$ cat config.mk
export PLATFORM = sky130hd
export DESIGN_NAME = vscale_dmem_bridge
export DESIGN_NICKNAME = d
export VERILOG_FILES = /design/src/rtl/vscale_dmem_bridge.sv
export SDC_FILE = /design/constraint.sdc
export NUM_CORES = 1
export LEC_CHECK = 0
export ABC_AREA = 1
export CAP_MARGIN = 30
export CORE_UTILIZATION = 25
export CTS_BUF_LIST = sky130_fd_sc_hd__clkbuf_4 sky130_fd_sc_hd__clkbuf_8 sky130_fd_sc_hd__clkbuf_16
export DETAILED_ROUTE_END_ITERATION = 7
export PLACE_DENSITY = 0.61
export SYNTH_ARGS = -nofsm -noshare
export SYNTH_HDL_FRONTEND = slang
export SYNTH_SLANG_ARGS = --single-unit
$ cat constraint.sdc
create_clock -name clk -period 4.09 [get_ports clk]
set_input_delay 0.818 -clock clk [delete_from_list [all_inputs] [get_ports clk]]
set_output_delay 0.818 -clock clk [all_outputs]
set_load 0.03 [all_outputs]
$ cat src/rtl/vscale_dmem_bridge.sv
`timescale 1ns/1ps
// Bridges the vscale two-phase dmem port onto a single-outstanding valid/ready bus,
// with byte strobes, misalignment faulting and a response watchdog.
module vscale_dmem_bridge #(
  parameter int XPR_LEN        = 32,
  parameter int TIMEOUT_CYCLES = 1024,
  parameter int CNT_WIDTH      = 11
) (
  input  logic               clk,
  input  logic               reset,
  input  logic               dmem_en,
  input  logic               dmem_wen,
  input  logic [2:0]         dmem_size,
  input  logic [XPR_LEN-1:0] dmem_addr,
  input  logic [XPR_LEN-1:0] dmem_wdata_delayed,
  output logic               dmem_wait,
  output logic [XPR_LEN-1:0] dmem_rdata,
  output logic               dmem_badmem_e,
  output logic               req_valid,
  input  logic               req_ready,
  output logic               req_write,
  output logic [XPR_LEN-1:0] req_addr,
  output logic [XPR_LEN-1:0] req_wdata,
  output logic [3:0]         req_wstrb,
  input  logic               resp_valid,
  input  logic [XPR_LEN-1:0] resp_rdata,
  input  logic               resp_error
);

  localparam logic [2:0] IDLE = 3'd0;
  localparam logic [2:0] DATA = 3'd1;
  localparam logic [2:0] REQ  = 3'd2;
  localparam logic [2:0] RESP = 3'd3;
  localparam logic [2:0] DONE = 3'd4;

  logic [2:0]           state;
  logic                 wen_q;
  logic [2:0]           size_q;
  logic [XPR_LEN-1:0]   addr_q;
  logic                 fault;
  logic [CNT_WIDTH-1:0] wdog;
  logic [CNT_WIDTH-1:0] wdog_next;
  logic                 misaligned;
  logic [3:0]           strobe;

  always_comb begin
    strobe     = 4'b1111;
    misaligned = 1'b0;
    case (size_q)
      3'd0: strobe = 4'b0001 << addr_q[1:0];
      3'd1: begin
        strobe     = 4'b0011 << {addr_q[1], 1'b0};
        misaligned = addr_q[0];
      end
      default: misaligned = (addr_q[1:0] != 2'b00);
    endcase
  end

  assign wdog_next     = wdog + 1'b1;
  assign dmem_wait     = (state == DATA) || (state == REQ) || (state == RESP);
  assign dmem_badmem_e = (state == DONE) && fault;
  assign req_valid     = (state == REQ);
  assign req_write     = wen_q;
  assign req_addr      = {addr_q[XPR_LEN-1:2], 2'b00};

  always_ff @(posedge clk or posedge reset) begin
    if (reset) begin
      state      <= IDLE;
      wen_q      <= 1'b0;
      size_q     <= '0;
      addr_q     <= '0;
      fault      <= 1'b0;
      wdog       <= '0;
      dmem_rdata <= '0;
      req_wdata  <= '0;
      req_wstrb  <= '0;
    end else begin
      case (state)
        // DONE doubles as an address phase so back-to-back accesses skip IDLE
        IDLE, DONE: begin
          fault <= 1'b0;
          if (dmem_en) begin
            wen_q  <= dmem_wen;
            size_q <= dmem_size;
            addr_q <= dmem_addr;
            state  <= DATA;
          end else begin
            state <= IDLE;
          end
        end
        DATA: begin
          if (misaligned) begin
            fault <= 1'b1;
            state <= DONE;
          end else begin
            if (wen_q) req_wdata <= dmem_wdata_delayed;
            req_wstrb <= wen_q ? strobe : 4'b0000;
            state     <= REQ;
          end
        end
        REQ: begin
          if (req_ready) begin
            wdog  <= '0;
            state <= RESP;
          end
        end
        RESP: begin
          if (resp_valid) begin
            if (!wen_q) dmem_rdata <= resp_rdata;
            fault <= resp_error;
            state <= DONE;
          end else if (wdog_next == CNT_WIDTH'(TIMEOUT_CYCLES)) begin
            wdog  <= wdog_next;
            fault <= 1'b1;
            state <= DONE;
          end else begin
            wdog <= wdog_next;
          end
        end
        default: state <= IDLE;
      endcase
    end
  end

endmodule

==> results_dict.tcl <==
set metrics [dict create \
    finalHoldWorstSlack_ps 469.8 \
    finalHoldViolations 0 \
    dp.final_hpwl_um 9354 \
    ff_latch_area_mm2 0.002978 \
    max-vdd-ir-drop_mv 0.3821 \
    synth_top_cells_by_area "sky130_fd_sc_hd__dfrtp_1, sky130_fd_sc_hd__mux2_4, sky130_fd_sc_hd__nand2_1" \
    timing.critical_path.from "state[1]" \
    total_power_mw 7.117 \
    worst_r2r_startpoint "size_q[1]" \
    tightestPinTransition_ps 626.1 \
    start_kind "register" \
    data_arrival_time_of_the_worst_path_ps 1920 \
    post_drt_wl_per_cell_um 14.02 \
    route.detailed.drc 0 \
    setup_tns_ps 0 \
    finalWeightedCongestion 0.7586 \
    tritoncts.num_buffers 17 \
    via_per_inst 4.111 \
    rsz0062_at_grt "false" \
    status "finished clean" \
    design.final.nets 775 \
    setup_viol_count_final 0 \
    routed_wirelength_um 13400 \
    pin_count_of_the_biggest_net_entering_global_routing 46 \
    first_pass_grt_wire_length_um 21730 \
    relSlewSlack_pct 58.26 \
    grt_pass1_vias 4062 \
    die_y_um 148.0 \
    postLayoutSetupSlackWorst_ps 1351 \
    num-fill-cells 2066 \
    drv_cap 0 \
    cts_root_buf "sky130_fd_sc_hd__clkbuf_16" \
    area_delta_synth_final_pct 51.80 \
    diodes 0 \
    hp-start "req_wdata[6]" \
    detail_route.first_pass.iterations 4 \
    buffers_inserted_by_post_cts_timing_repair 0 \
    asyncSetResetFlopFracSynth_pct 100.0 \
    grt.total_usage_pct 12.94 \
    synth_sequential_area_ratio_pct 55.86 \
    synth_area_mm2 0.005331 \
    dp_slack_ps 1596 \
    finClkSkew_ps 6.894 \
    cts.sinks 119 \
    antenna_violating_nets_remaining 0 \
    via_count 3930 \
    synth_cells 487 \
    synth-warning-count 0 \
    initialDrtViolationCount 147 \
    synth.ff_latch_count 119 \
    clk-insertion-delay-late_ps 410 \
    cts_tree "done" \
    io_pins 210 \
    cts.repair.resized 0 \
    die_area_mm2 0.02191 \
    finalWorstPathRequiredPeriod_ps 2739 \
    p_leak_nw 3.702 \
    hp-class "reg2reg" \
    fmax_mhz 365.1 \
    area_used_by_multi_input_combinational_logic_mm2 0.001874 \
    cts_hold_repair.buffers 0 \
    layout-drive-gt1-share_pct 17.62 \
    power.density_mw_per_mm2 879.4 \
    timing.critical_path.fanout_max 4 \
    ys.flop_type "sky130_fd_sc_hd__dfrtp_1" \
    critical_path_class "reg2out" \
    total_congestion_overflow 0 \
    commonest_cells_after_routing_fill_and_taps_aside "sky130_fd_sc_hd__clkdlybuf4s50_1, sky130_fd_sc_hd__dfrtp_1, sky130_fd_sc_hd__nand2_1" \
    max-clock-path-buffers 2 \
    timing_max_transition_violations_final 0 \
    layout_commonest_cell "sky130_fd_sc_hd__clkdlybuf4s50_1" \
    synth.distinct_cells 29 \
    grt_antenna_before_repair 0 \
    endpoint_kind "output port" \
    fraction_of_synthesized_cell_area_taken_by_the_top_area_cell_type_pct 55.86 \
    cts-htree-levels 4 \
    start_util_pct 25.44 \
    synth_area_leader_cell "sky130_fd_sc_hd__dfrtp_1" \
    rows 53 \
    clk_pin_slew_worst_paths_ps 50 \
    portion_of_the_clock_cycle_consumed_by_the_worst_path_in_the_final_layout_pct 66.96 \
    final_util_pct 38.62 \
    mean_instance_size_in_the_synthesized_netlist_um2 10.95 \
    core-area_mm2 0.02096 \
    cp_data_required_time_ps 3270 \
    die_extent_in_x_um 148.0 \
    placement.io_buffers 207 \
    count_of_flip_flops_with_a_built_in_enable_after_synthesis 0 \
]
## final timing paths
check / to / slack, ps / depth (start not counted)
max: dmem_badmem_e / 1350 / 3
min: req_wdata[6] / 470 / 2
max reg2reg: req_wstrb[1] / 2100 / 9
min reg2reg: req_wdata[6] / 470 / 2
max in group asynchronous: addr_q[23] / 2400 / 3
min in group asynchronous: dmem_rdata[14] / 820 / 2
## cells in the mapped netlist, types with 2 or more instances
master and n:
sky130_fd_sc_hd__dfrtp_1 119, sky130_fd_sc_hd__nand2_1 109, sky130_fd_sc_hd__nand3_1 46, sky130_fd_sc_hd__buf_4 35, sky130_fd_sc_hd__mux2_2 33, sky130_fd_sc_hd__mux2_4 30
sky130_fd_sc_hd__inv_1 24, sky130_fd_sc_hd__nor2_1 19, sky130_fd_sc_hd__a21oi_1 12, sky130_fd_sc_hd__o21ai_0 12, sky130_fd_sc_hd__buf_6 6, sky130_fd_sc_hd__buf_2 5
sky130_fd_sc_hd__inv_2 5, sky130_fd_sc_hd__clkbuf_1 4, sky130_fd_sc_hd__nand2_2 4, sky130_fd_sc_hd__o22ai_1 4, sky130_fd_sc_hd__nand3_2 3, sky130_fd_sc_hd__and3_1 2
sky130_fd_sc_hd__nand2_4 2, sky130_fd_sc_hd__nand4_1 2, sky130_fd_sc_hd__o21ai_1 2, sky130_fd_sc_hd__o31ai_1 2
## metal layers
layer  vias up  GRT usage (%)  share of wire [%]
met3         8          5.278                7.0
met1      1864          15.53                 43
li1       1932              -                  -
met5         -              0                  0
met2       126          21.08                 49
met4         0          3.969               0.78
## registers in the layout, summed over array words and instances (netlist names)
register,count
req_wstrb,4
size_q,3
state,3
fault,1
wdog,11
dmem_rdata,32
req_wdata,32
req_write,1
addr_q,32
## logic make-up after synthesis
family,after synthesis,synth area share (%)
AO/OA/AOI/OAI,33,3.356
adder cells (fa/ha/maj),1,0.2346
buffers and inverters,80,9.106
flip-flops,119,55.86
multiplexers,63,15.42
other,1,0.07034
AND/OR/NAND/NOR,190,15.96
## power breakdown
group	leakage [nW]	switching, mW	internal [mW]
registers	1.44	0.350	1.76
clock network	0.310	0.570	1.08
logic	1.95	1.86	1.49
## worst max-delay path, cell delays in order, from the launching register on
cell and delay [ps]:
sky130_fd_sc_hd__dfrtp_1 420, sky130_fd_sc_hd__nor2_1 190, sky130_fd_sc_hd__and3_1 180, sky130_fd_sc_hd__clkdlybuf4s50_1 720
## cell type report
class	instances	share of cell area, %
timing repair buffer	211	26.28
tap	275	4.252
clock inverter	15	2.798
sequential	119	36.80
inverter	30	1.453
multi-input combinational	289	23.16
clock buffer	17	5.257
## through the flow
| stage | area (um^2) | cells |
|---|---|---|
| after floorplan | 5335 | 488 |
| final | 8093 | 956 |
| after detailed placement | 7441 | 924 |
| after global routing | 8093 | 956 |
| after CTS | 8093 | 956 |
| after global placement | 7421 | 923 |
No activity file was read; power rests on OpenSTA's default activity.
